`src/rtl/ped_crossing_if.sv`:
```
// Bus between the traffic-light sequencer / pedestrian push-button side
// (master) and the pedestrian-crossing controller (slave).
interface ped_crossing_if #(
    parameter int CW = 4
) ();
    logic [2:0]    light;
    logic          ped_btn;
    logic          walk;
    logic          dont_walk;
    logic          req_pending;
    logic [CW-1:0] countdown;
    logic          fault;

    modport master (
        output light, ped_btn,
        input  walk, dont_walk, req_pending, countdown, fault
    );

    modport slave (
        input  light, ped_btn,
        output walk, dont_walk, req_pending, countdown, fault
    );
endinterface

```
`src/rtl/ped_crossing.sv`:
```
// Pedestrian-crossing controller: latches button requests, grants a timed
// WALK phase at a red onset, follows it with a flashing clearance phase,
// aborts if red ends early and locks into FAULT on an illegal light code.
module ped_crossing #(
    parameter int WALK_CYC  = 4,
    parameter int CLEAR_CYC = 3,
    parameter int CW        = 4
) (
    input  logic            clk,
    input  logic            rst,
    ped_crossing_if.slave   bus
);
    localparam logic [2:0]    RED        = 3'b100;
    localparam logic [2:0]    GRN        = 3'b010;
    localparam logic [2:0]    YEL        = 3'b001;
    localparam logic [CW-1:0] WALK_LOAD  = CW'(WALK_CYC - 1);
    localparam logic [CW-1:0] CLEAR_LOAD = CW'(CLEAR_CYC - 1);

    typedef enum logic [2:0] {
        S_IDLE,
        S_ARMED,
        S_WALK,
        S_CLEAR,
        S_FAULT
    } state_t;

    state_t        state, state_n;
    logic [2:0]    prev_light;
    logic          walk_q, walk_n;
    logic          dont_walk_q, dont_walk_n;
    logic          req_q, req_n;
    logic [CW-1:0] cd_q, cd_n;
    logic          fault_q, fault_n;
    logic          red_onset;

    // Only one lamp of the sequencer may be lit at a time.
    function automatic logic light_legal(input logic [2:0] l);
        return (l == RED) || (l == GRN) || (l == YEL);
    endfunction

    // Countdown decrement that holds at zero instead of wrapping.
    function automatic logic [CW-1:0] dec_sat(input logic [CW-1:0] v);
        return (v == '0) ? v : v - CW'(1);
    endfunction

    assign red_onset = (bus.light == RED) && (prev_light != RED);

    // Next-state and next-output decode; fault check overrides everything.
    always_comb begin
        state_n     = state;
        walk_n      = walk_q;
        dont_walk_n = dont_walk_q;
        req_n       = req_q;
        cd_n        = cd_q;
        fault_n     = fault_q;

        if (!light_legal(bus.light) || state == S_FAULT) begin
            state_n     = S_FAULT;
            walk_n      = 1'b0;
            dont_walk_n = 1'b1;
            req_n       = 1'b0;
            cd_n        = '0;
            fault_n     = 1'b1;
        end else begin
            case (state)
                S_IDLE: begin
                    walk_n      = 1'b0;
                    dont_walk_n = 1'b1;
                    cd_n        = '0;
                    // A button coinciding with red onset only arms the request.
                    if (bus.ped_btn) begin
                        state_n = S_ARMED;
                        req_n   = 1'b1;
                    end
                end
                S_ARMED: begin
                    req_n = 1'b1;
                    if (red_onset) begin
                        state_n     = S_WALK;
                        cd_n        = WALK_LOAD;
                        req_n       = 1'b0;
                        walk_n      = 1'b1;
                        dont_walk_n = 1'b0;
                    end
                end
                S_WALK, S_CLEAR: begin
                    req_n = req_q | bus.ped_btn;
                    if (bus.light != RED) begin
                        // Red ended early: drop back safely, abort beats phase end.
                        state_n     = req_n ? S_ARMED : S_IDLE;
                        cd_n        = '0;
                        walk_n      = 1'b0;
                        dont_walk_n = 1'b1;
                    end else if (state == S_WALK) begin
                        if (cd_q == '0) begin
                            state_n     = S_CLEAR;
                            cd_n        = CLEAR_LOAD;
                            walk_n      = 1'b0;
                            dont_walk_n = 1'b0;
                        end else begin
                            cd_n = dec_sat(cd_q);
                        end
                    end else begin
                        if (cd_q == '0) begin
                            state_n     = req_n ? S_ARMED : S_IDLE;
                            dont_walk_n = 1'b1;
                        end else begin
                            cd_n        = dec_sat(cd_q);
                            dont_walk_n = ~dont_walk_q;
                        end
                    end
                end
                default: begin
                    state_n = S_FAULT;
                end
            endcase
        end
    end

    // State, light history and registered outputs.
    always_ff @(posedge clk) begin
        if (rst) begin
            state       <= S_IDLE;
            prev_light  <= RED;
            walk_q      <= 1'b0;
            dont_walk_q <= 1'b1;
            req_q       <= 1'b0;
            cd_q        <= '0;
            fault_q     <= 1'b0;
        end else begin
            state       <= state_n;
            prev_light  <= bus.light;
            walk_q      <= walk_n;
            dont_walk_q <= dont_walk_n;
            req_q       <= req_n;
            cd_q        <= cd_n;
            fault_q     <= fault_n;
        end
    end

    assign bus.walk        = walk_q;
    assign bus.dont_walk   = dont_walk_q;
    assign bus.req_pending = req_q;
    assign bus.countdown   = cd_q;
    assign bus.fault       = fault_q;

endmodule
```
`src/flat_wrapper.sv`:
```
// flat-port wrapper written by rule: the top's interface ports become plain ports
module ped_crossing_flat 
#(
    parameter int WALK_CYC  = 4,
    parameter int CLEAR_CYC = 3,
    parameter int CW        = 4
)
  (clk, rst, bus_light, bus_ped_btn, bus_walk, bus_dont_walk, bus_req_pending, bus_countdown, bus_fault);
  ped_crossing_if #(.CW(CW)) bus_i ();
  input  logic clk;
  input  logic rst;
  input wire logic [$bits(bus_i.light)-1:0] bus_light;
  input wire logic [$bits(bus_i.ped_btn)-1:0] bus_ped_btn;
  output wire logic [$bits(bus_i.walk)-1:0] bus_walk;
  output wire logic [$bits(bus_i.dont_walk)-1:0] bus_dont_walk;
  output wire logic [$bits(bus_i.req_pending)-1:0] bus_req_pending;
  output wire logic [$bits(bus_i.countdown)-1:0] bus_countdown;
  output wire logic [$bits(bus_i.fault)-1:0] bus_fault;
  assign bus_i.light = bus_light;
  assign bus_i.ped_btn = bus_ped_btn;
  assign bus_walk = bus_i.walk;
  assign bus_dont_walk = bus_i.dont_walk;
  assign bus_req_pending = bus_i.req_pending;
  assign bus_countdown = bus_i.countdown;
  assign bus_fault = bus_i.fault;
  ped_crossing #(.WALK_CYC(WALK_CYC), .CLEAR_CYC(CLEAR_CYC), .CW(CW)) u_core (.clk(clk), .rst(rst), .bus(bus_i));
endmodule
```
`config.mk`:
```
export PLATFORM = sky130hd
export DESIGN_NAME = ped_crossing_flat
export DESIGN_NICKNAME = d
export VERILOG_FILES = /design/src/rtl/ped_crossing_if.sv /design/src/rtl/ped_crossing.sv /design/src/flat_wrapper.sv
export SDC_FILE = /design/constraint.sdc
export NUM_CORES = 1
export LEC_CHECK = 0
export BUFFER_PORTS_ARGS = -buffer_cell sky130_fd_sc_hd__buf_2
export CAP_MARGIN = 20
export CORE_ASPECT_RATIO = 1.2
export CORE_MARGIN = 4
export CORE_UTILIZATION = 45
export DETAILED_ROUTE_END_ITERATION = 12
export GPL_TIMING_DRIVEN = 0
export HOLD_SLACK_MARGIN = 0.12
export PLACE_DENSITY = 0.69
export SLEW_MARGIN = 20
export SYNTH_ARGS = -nofsm -noshare
export SYNTH_HDL_FRONTEND = slang
export SYNTH_SLANG_ARGS = --single-unit
```
`constraint.sdc`:
```
create_clock -name clk -period 1.5 [get_ports clk]
set_input_delay 0.15 -clock clk [delete_from_list [all_inputs] [get_ports clk]]
set_output_delay 0.15 -clock clk [all_outputs]
set_load 0.01 [all_outputs]
```
# == Word-level counts from Yosys, hierarchy flattened ==
# Cells that the tools add are included.
# op_classes
addsub,1
n_eq_ne,18
mux,28
bitwise,2
n_reduce_logical,16
# op_table
operator,n
$mux 3,7
$mux 4,5
$pmux 4 s3,1
$reduce_and 3->1,4
$mux 1,11
$eq 3x2->1 const B,3
$ne 3x1->1 const B,3
$pmux 1 s3,3
$pmux 3 s3,1
$eq 3x1->1 const B,2
$eq 3x3->1 const B,2
$ne 3x3->1 const B,2
$logic_not 4->1,1
$ne 4x1->1 const B,1
$ne 4x2->1 const B,1
$ne 4x3->1 const B,1
$reduce_and 4->1,1
$reduce_or 2->1,2
$sub 4x1->4 const B,1
$logic_not 3->1,1
$logic_or 1x1->1,3
$ne 3x2->1 const B,1
$reduce_bool 3->1,1
$ne 2x1->1 const B,1
other kinds (6),6
# totals
register_bits,14
input_bits,6
output_inout_bits,8

# == Longest topological paths before layout ==
# Gate-level depths: netlist of run 1.
# logic_depth
depth_word,7
ltp_mapped,6
ltp_nobuf,6

# == Worst setup path after synthesis of run 1 ==
# OpenSTA, ideal clock, no wires.
# synth_timing
path_type,register to register
from,register u_core.cd_q[0] (netlist: u_core.bus.countdown[0])
to,register u_core.cd_q[1] (netlist: u_core.bus.countdown[1])
setup_time_ns,0.119
arrival_ns,1.588
required_ns,1.381
path_slack_ns,-0.206
path_stages_with_launch,7
n_path_buf,0
cell_sequence,dfxtp_1 inv_1 ha_1 nor3b_1 nand3_1 and3_1 o221a_2
# synth_via
elab_chain_len,5
# synth_lines
element,line_no,text
"start, declared",ped_crossing.sv:32,"logic [CW-1:0] cd_q, cd_n;"
"start signal, assigned",ped_crossing.sv:136,cd_q <= cd_n;
$sub 4x1->4 or $logic_not 4->1 (tied branches),"ped_crossing.sv:43, ped_crossing.sv:95, ped_crossing.sv:104",
"$mux 4, on equally long branches","ped_crossing.sv:104, ped_crossing.sv:95",
$mux 4,ped_crossing.sv:94,end else if (state == S_WALK) begin
$mux 4,ped_crossing.sv:88,if (bus.light != RED) begin
$pmux 4 s3,ped_crossing.sv:65,case (state)
# Parallel ways exist; a longest one is shown, timed or not. The select of a mux whose other input is x is not followed.
# A chain may end at the register's enable or synchronous reset.

# == Final worst setup path of run 1 ==
# layout_timing
from,register u_core.cd_q[1] (netlist: u_core.bus.countdown[1])
to,register u_core.cd_q[3] (netlist: u_core.bus.countdown[3])
# Same word-level chain as after synthesis.

==> run metrics, run 1 <==
Tcrit/Tclk final=1.10; first-pass GRT wire length=a little over 3000 um; Worst Setup End Kind=flop; worst-margin pin slew=0.469 ns; NetSw=between 200 and 250 uW; maximum VDD drop=about 0.4 mV; share of the synthesized area in the top cell type=0.360; Clock Skews=~0.0011 ns; Die Width=46.0 um; hold_ws=roughly 0.13 ns; failing checks=negative setup slack; via count=a little under 800; CTS tree=built; status=finished, violations left; Syn. warnings=0; Final Slew Violations=0; Pre-antenna DRT Iters=4; Wirelength per Cell=around 14 um; leading area contributor after synthesis=dfxtp_1; total track usage=0.171; Comb power frac=0.192; Max Root-Sink Buffers=2; standard-cell rows=16; Final Setup Violations=7; IO buf count=12; critical path peak fanout=3; Yosys cell types=36; final antenna-violating net count=0; max_slew headroom=0.687; Num Clock Sinks=14; GR Layer Usage met3=0.0234; met1 GRT Util=0.195; initial DRC count=14; Final Hold Vio Count=0; Min-Delay Path Class=primary input to flop; CTS Buf Count=3; final RePlAce weighted congestion=around 0.77; RSZ-0062 raised after global routing=yes; layout cells sized above 1=0.386; largest net degree at the start of global routing=11; FF+latch count, synth=14; global route hottest layer=met2; grt total ovfl=0; register area share after synthesis=0.360; core region area=around 1600 sq um; Fmax=608 MHz; Root Driver=clkbuf_4; max cap viols=0; top post-synthesis cells by area=dfxtp_1, nor2_1, nor3_1; PwrDens=approximately 720 nW/um^2; Mapped Nets=100; Mapped Cells=approximately 90; Starting Density=0.475; vias in the first global route=approximately 760; H-tree depth=1; Die ar.=2460 sq um; Final #Nets=roughly 120; critical path type=flop to flop; CTS clk-pin slew, worst paths=about 0.08 ns; via/cell ratio=5.83; sequential power share=0.525; M2 GR Usage=0.289; worst path required time=around 1.7 ns; initial antenna violation count=0; DP Worst Slack=-0.217 ns; arrival time at the worst endpoint=~1.8 ns; # IOs=14; mapped cell area=just under 800 sq um; Die Height=between 50 and 60 um; diode count=0; clk_lat worst skew=0.28 ns; Clk network pwr share=0.283; synthesis-to-finish area growth=31.6%; DR DRC count=0; Total Power=about 740 uW; min setup slack post-route=-0.144 ns; Final HPWL DP=approximately 1300 um; sw frac=0.273; min Tclk post-route=roughly 1.6 ns; final WL=1810 um; P_leak=about 0.45 nW; Synth Area per Inst=around 8.5 sq um; crit path launch type=flop; P_int=approximately 540 uW
## synth_stat cells
| master | n |
|---|---|
| or3b_4 | 1 |
| nand4_1 | 1 |
| nand2_1 | 4 |
| nor3_1 | 7 |
| and2_1 | 1 |
| or2_2 | 1 |
| nor3b_1 | 2 |
| a21oi_1 | 2 |
| a32o_1 | 2 |
| and4bb_2 | 1 |
| o31ai_1 | 3 |
| ha_1 | 2 |
| nor2_1 | 10 |
| o211a_1 | 1 |
| buf_6 | 1 |
| nor3_2 | 1 |
| o2111ai_1 | 1 |
| and3b_1 | 1 |
| or4b_1 | 1 |
| a2111oi_0 | 1 |
| or3_1 | 2 |
| o311a_1 | 1 |
| nand2b_1 | 1 |
| nor2b_1 | 4 |
| a31oi_1 | 1 |
| o21ai_0 | 2 |
| nor4_1 | 3 |
| and3_1 | 1 |
| or4_1 | 2 |
| dfxtp_1 | 14 |
| xnor2_1 | 1 |
| inv_1 | 5 |
| o21a_1 | 3 |
| nand3_1 | 3 |
| o221a_2 | 2 |
| clkbuf_1 | 3 |
## per-stage QoR
| step | area, sq um | TNS (ns) | cells | utilization |
|---|---|---|---|---|
| finish | 1030 | -0.614 | 132 | 0.625 |
| global route | 1030 | -0.927 | 132 | 0.625 |
| CTS | 1000 | -0.392 | 132 | 0.611 |
| detailed placement | 903 | -0.933 | 122 | 0.550 |
| global placement | 903 | -0.995 | 122 | 0.550 |
| floorplan | 821 | -0.0938 | 92 | - |
## final cells by class
class                      instances  area (sq um)
buffer                             4          23.8
clock buffer                       3          22.5
fill                             139           616
inverter                           5          23.8
multi-input combinational         69           527
sequential                        14           288
tap                               18          22.5
timing repair buffer              19           119
## layer usage
layer | share of wire | wire length [um] | vias up
met3 | 0.042 | 77 | 5
met2 | 0.49 | 888 | 17
met5 | 0 | 0 | -
met1 | 0.44 | 806 | 359
li1 | - | - | 388
met4 | 0.023 | 42 | 0
## placed cells by master, fill, tap and decap left out, drive strengths merged
cell type / synthesis / routed
buf: 1 / 19
dfxtp: 14 / 14
nor2: 10 / 10
nor3: 8 / 8
clkbuf: 3 / 6
inv: 5 / 5
nor2b: 4 / 4
nand2: 4 / 4
o21a: 3 / 3
o31ai: 3 / 3
nand3: 3 / 3
nor4: 3 / 3
a21oi: 2 / 2
or3: 2 / 2
o21ai: 2 / 2
o221a: 2 / 2
or4: 2 / 2
a32o: 2 / 2
nor3b: 2 / 2
ha: 2 / 2
or3b: 1 / 1
o311a: 1 / 1
xnor2: 1 / 1
o211a: 1 / 1
and4bb: 1 / 1
or4b: 1 / 1
and3b: 1 / 1
and3: 1 / 1
or2: 1 / 1
a31oi: 1 / 1
nand4: 1 / 1
o2111ai: 1 / 1
nand2b: 1 / 1
and2: 1 / 1
a2111oi: 1 / 1
dlygate4sd3: 0 / 1
## cells by family (layout without fill, tap and decap cells)
group                      Yosys count  count (layout)  synth area share
and+or+nand+nor                     47              47             0.350
AOI/OAI and AO/OA                   19              19             0.194
DFF                                 14              14             0.360
buffers and inverters                9              31            0.0530
adders and majority gates            2               2            0.0321
xor gates and xnor gates             1               1            0.0112
## power by group through the flow
stage          registers [mW]  logic (mW)  clock network, mW
2_1_floorplan           0.400      0.0885                  0
3_3_place_gp            0.398       0.123                  0
3_5_place_dp            0.399       0.123                  0
4_1_cts                 0.390       0.137              0.220
5_1_grt                 0.392       0.157              0.241
6_report                0.390       0.143              0.210
## flip-flops by register name, indices dropped and copies added (netlist names)
| register | flops |
|---|---|
| u_core.bus.countdown | 4 |
| u_core.prev_light | 3 |
| u_core.state | 3 |
| u_core.bus.dont_walk | 1 |
| u_core.bus.fault | 1 |
| u_core.bus.req_pending | 1 |
| u_core.bus.walk | 1 |
## repair_timing
action | 4_1_cts | 5_1_grt
hold buffers | 1 | 0
setup buffers | 6 | 0
endpoints found under the setup margin | 6 | 8
pin swaps | 4 | 1
resized for setup | 5 | 7
hold endpoints to repair | 1 | 0
## critical path: stages (launching register included)
cell and delay, ns:
dfxtp_4 0.36, inv_4 0.06, ha_4 0.14, or4b_4 0.49
a31oi_2 0.18, nand3_1 0.09, a32o_1 0.24
## final timing paths
| kind | cells past startpoint | slack, ns | from | end |
|---|---|---|---|---|
| max reg2reg | 6 | -0.14 | u_core.bus.countdown[1]$_SDFFE_PP0P_ | u_core.bus.countdown[3]$_SDFFE_PP0P_ |
| max | 6 | -0.14 | u_core.bus.countdown[1]$_SDFFE_PP0P_ | u_core.bus.countdown[3]$_SDFFE_PP0P_ |
| min reg2reg | 2 | 0.49 | u_core.bus.fault$_SDFFE_PP0P_ | u_core.bus.fault$_SDFFE_PP0P_ |
| min | 2 | 0.13 | bus_light[0] | u_core.prev_light[0]$_SDFF_PP0_ |
Note: power is estimated with default switching activity, not from simulation.
==> run 2: changes to the inputs <==
--- a/config.mk
+++ b/config.mk
@@ -5,6 +5,7 @@
 export SDC_FILE = /design/constraint.sdc
 export NUM_CORES = 1
 export LEC_CHECK = 0
+export ABC_CLOCK_PERIOD_IN_PS = 1500
 export BUFFER_PORTS_ARGS = -buffer_cell sky130_fd_sc_hd__buf_2
 export CAP_MARGIN = 20
 export CORE_ASPECT_RATIO = 1.2
@@ -14,6 +15,7 @@
 export GPL_TIMING_DRIVEN = 0
 export HOLD_SLACK_MARGIN = 0.12
 export PLACE_DENSITY = 0.69
+export REMOVE_ABC_BUFFERS = 1
 export SLEW_MARGIN = 20
 export SYNTH_ARGS = -nofsm -noshare
 export SYNTH_HDL_FRONTEND = slang
==> run 2 against run 1 <==
Compared with the run above: the run still ends with negative setup slack left; global-route usage is 0.17 points higher; design area is 4.0% lower; combinational power is 14% lower; non-clock buffer count is 5 lower; worst hold slack better by 0.0012 ns; wire length is 1.2% higher; largest cell class unchanged; highest routed layer unchanged; power is 0.81% lower; via count is 2.2% higher; sequential cell count stayed put; final cell count is 3.8% lower; largest power group unchanged; die area stayed put; sequential share of layout area is 1.2 points higher.
==> run metrics, run 2 (synthesized netlist as in run 1, its figures left out) <==
P_leak=0.424 nW (-4.9%); commonest cells after routing, fill and taps aside=buf_2, nor2_1, dfxtp_1; critical path type=flop to flop; Min-Delay Path Class=primary input to flop; DP Worst Slack=-0.397 ns (-0.180 ns); grt total ovfl=0 (unchanged); failing checks=negative setup slack; worst path required time=1.67 ns (about the same); min setup slack post-route=-0.161 ns (-0.0177 ns); DR DRC count=0 (unchanged); H-tree depth=1 (unchanged); status=finished, violations left; worst-margin pin slew=0.541 ns (+0.0724 ns); Starting Density=0.475 (unchanged); Clk network pwr share=0.288 (+0.005); standard-cell rows=16 (unchanged); via/cell ratio=6.19 (+6.2%); Die Height=53.6 um (unchanged); Tcrit/Tclk final=1.11 (+0.0118); IO buf count=13 (+1); vias in the first global route=709 (-6.2%); diode count=0 (unchanged); setup tns final=-0.724 ns (-0.110 ns); initial DRC count=18 (+4); Final Hold Vio Count=0 (unchanged); Die ar.=2460 sq um (unchanged); Final #Nets=119 (-4.0%); initial antenna violation count=0 (unchanged); # IOs=14 (unchanged); sw frac=0.274 (+0.000939); final RePlAce weighted congestion=0.816 (+6.6%); Final Setup Violations=7 (unchanged); max cap viols=0 (unchanged); min Tclk post-route=1.66 ns (+0.0177 ns); Root Driver=clkbuf_4; Final Slew Violations=0 (unchanged); via count=786 (+2.2%); Max Root-Sink Buffers=2 (unchanged); Fmax=602 MHz (-1.1%); arrival time at the worst endpoint=1.84 ns (+0.02 ns); CTS clk-pin slew, worst paths=0.08 ns (about the same); Total Power=737 uW (-0.81%); sequential power share=0.544 (+0.019); maximum VDD drop=0.463 mV (+13%); largest net degree at the start of global routing=13 (+2); layout cells sized above 1=0.376 (-0.00982); Num Clock Sinks=14 (unchanged); synthesis-to-finish area growth=26.3%; final WL=1830 um (+1.2%); RSZ-0062 raised after global routing=yes; Fillers=133 (-4.3%); CTS Buf Count=3 (unchanged); hold_ws=0.133 ns (+0.00117 ns); core region area=1640 sq um (unchanged); crit path launch type=flop; Die Width=46.0 um (unchanged); max_slew headroom=0.637 (-0.0502); Clock Skews=0.00566 ns (+0.00460 ns); clk_lat worst skew=0.28 ns (about the same); Worst Setup End Kind=flop; first-pass GRT wire length=3080 um (unchanged); CTS tree=built; P_int=535 uW (-0.94%); Wirelength per Cell=14.4 um (+5.1%); critical path peak fanout=5 (+2); Comb power frac=0.167 (-0.025); NetSw=202 uW (-0.47%); Final HPWL DP=1230 um (-7.0%); max FFs per register=4 (unchanged); final antenna-violating net count=0 (unchanged); commonest non-fill, non-tap cell in the layout=buf_2; PwrDens=748 nW/um^2 (+3.3%); total track usage=0.173 (+0.00168); Pre-antenna DRT Iters=4 (unchanged)
## run 2: cell count changes in the layout (fill, tap and decap cells not counted), moves of 2 or more
cell / delta
dfxtp_1: -2
buf_4: -2
clkbuf_1: -2
dfxtp_2: +3
## run 2: cell type report
cell class | instances | area [sq um] | share of cell area
Tap cell | 18 | 22.5 | 0.0229
Clock buffer | 3 | 22.5 | 0.0229
Sequential cell | 14 | 288 | 0.292
Timing Repair Buffer | 18 | 109 | 0.111
Inverter | 5 | 21.3 | 0.0216
Multi-Input combinational cell | 69 | 522 | 0.530
## run 2: power by group through the flow
stage | sequential [mW] | combinational (mW) | clock [mW]
after detailed placement | 0.408 | 0.106 | 0
final | 0.401 | 0.123 | 0.212
after CTS | 0.401 | 0.119 | 0.222
after floorplan | 0.407 | 0.0707 | 0
after global routing | 0.403 | 0.137 | 0.240
after global placement | 0.407 | 0.104 | 0
## run 2: metal layers
metal	up-vias	share of wire	wire, um	global-route usage
li1	381	-	-	-
met1	368	0.44	814	0.218
met2	28	0.49	896	0.273
met3	9	0.040	74	0.0301
met4	0	0.026	48	0.0948
met5	-	0	0	0
## run 2: metrics by stage
stage	util	instance area, sq um	instances
after floorplan	-	757	88
after global placement	0.514	845	119
after detailed placement	0.514	845	119
after global routing	0.600	985	127
after CTS	0.585	960	127
final	0.600	985	127
## run 2: final timing paths
check / slack (ns) / end / startpoint / cells after the start
max: -0.16 / u_core.bus.countdown[3]$_SDFFE_PP0P_ / u_core.bus.countdown[0]$_SDFFE_PP0P_ / 6
min: 0.13 / u_core.prev_light[0]$_SDFF_PP0_ / bus_light[0] / 2
max reg2reg: -0.16 / u_core.bus.countdown[3]$_SDFFE_PP0P_ / u_core.bus.countdown[0]$_SDFFE_PP0P_ / 6
min reg2reg: 0.49 / u_core.bus.fault$_SDFFE_PP0P_ / u_core.bus.fault$_SDFFE_PP0P_ / 2
## run 2: timing repair
action                     4_1_cts  5_1_grt
hold buffers                     1        0
pin swaps                        7        3
cloned                           0        0
resized for setup               16        7
setup buffers                    4        0
hold endpoints to repair         1        0
setup endpoints to repair        7        7
## run 2: worst max-delay path, cell delays in order (launching register included)
cell     delay, ns
dfxtp_4       0.37
inv_4         0.06
ha_4          0.13
or4b_4        0.48
a31oi_1       0.19
nand3_1       0.09
a32o_1        0.23
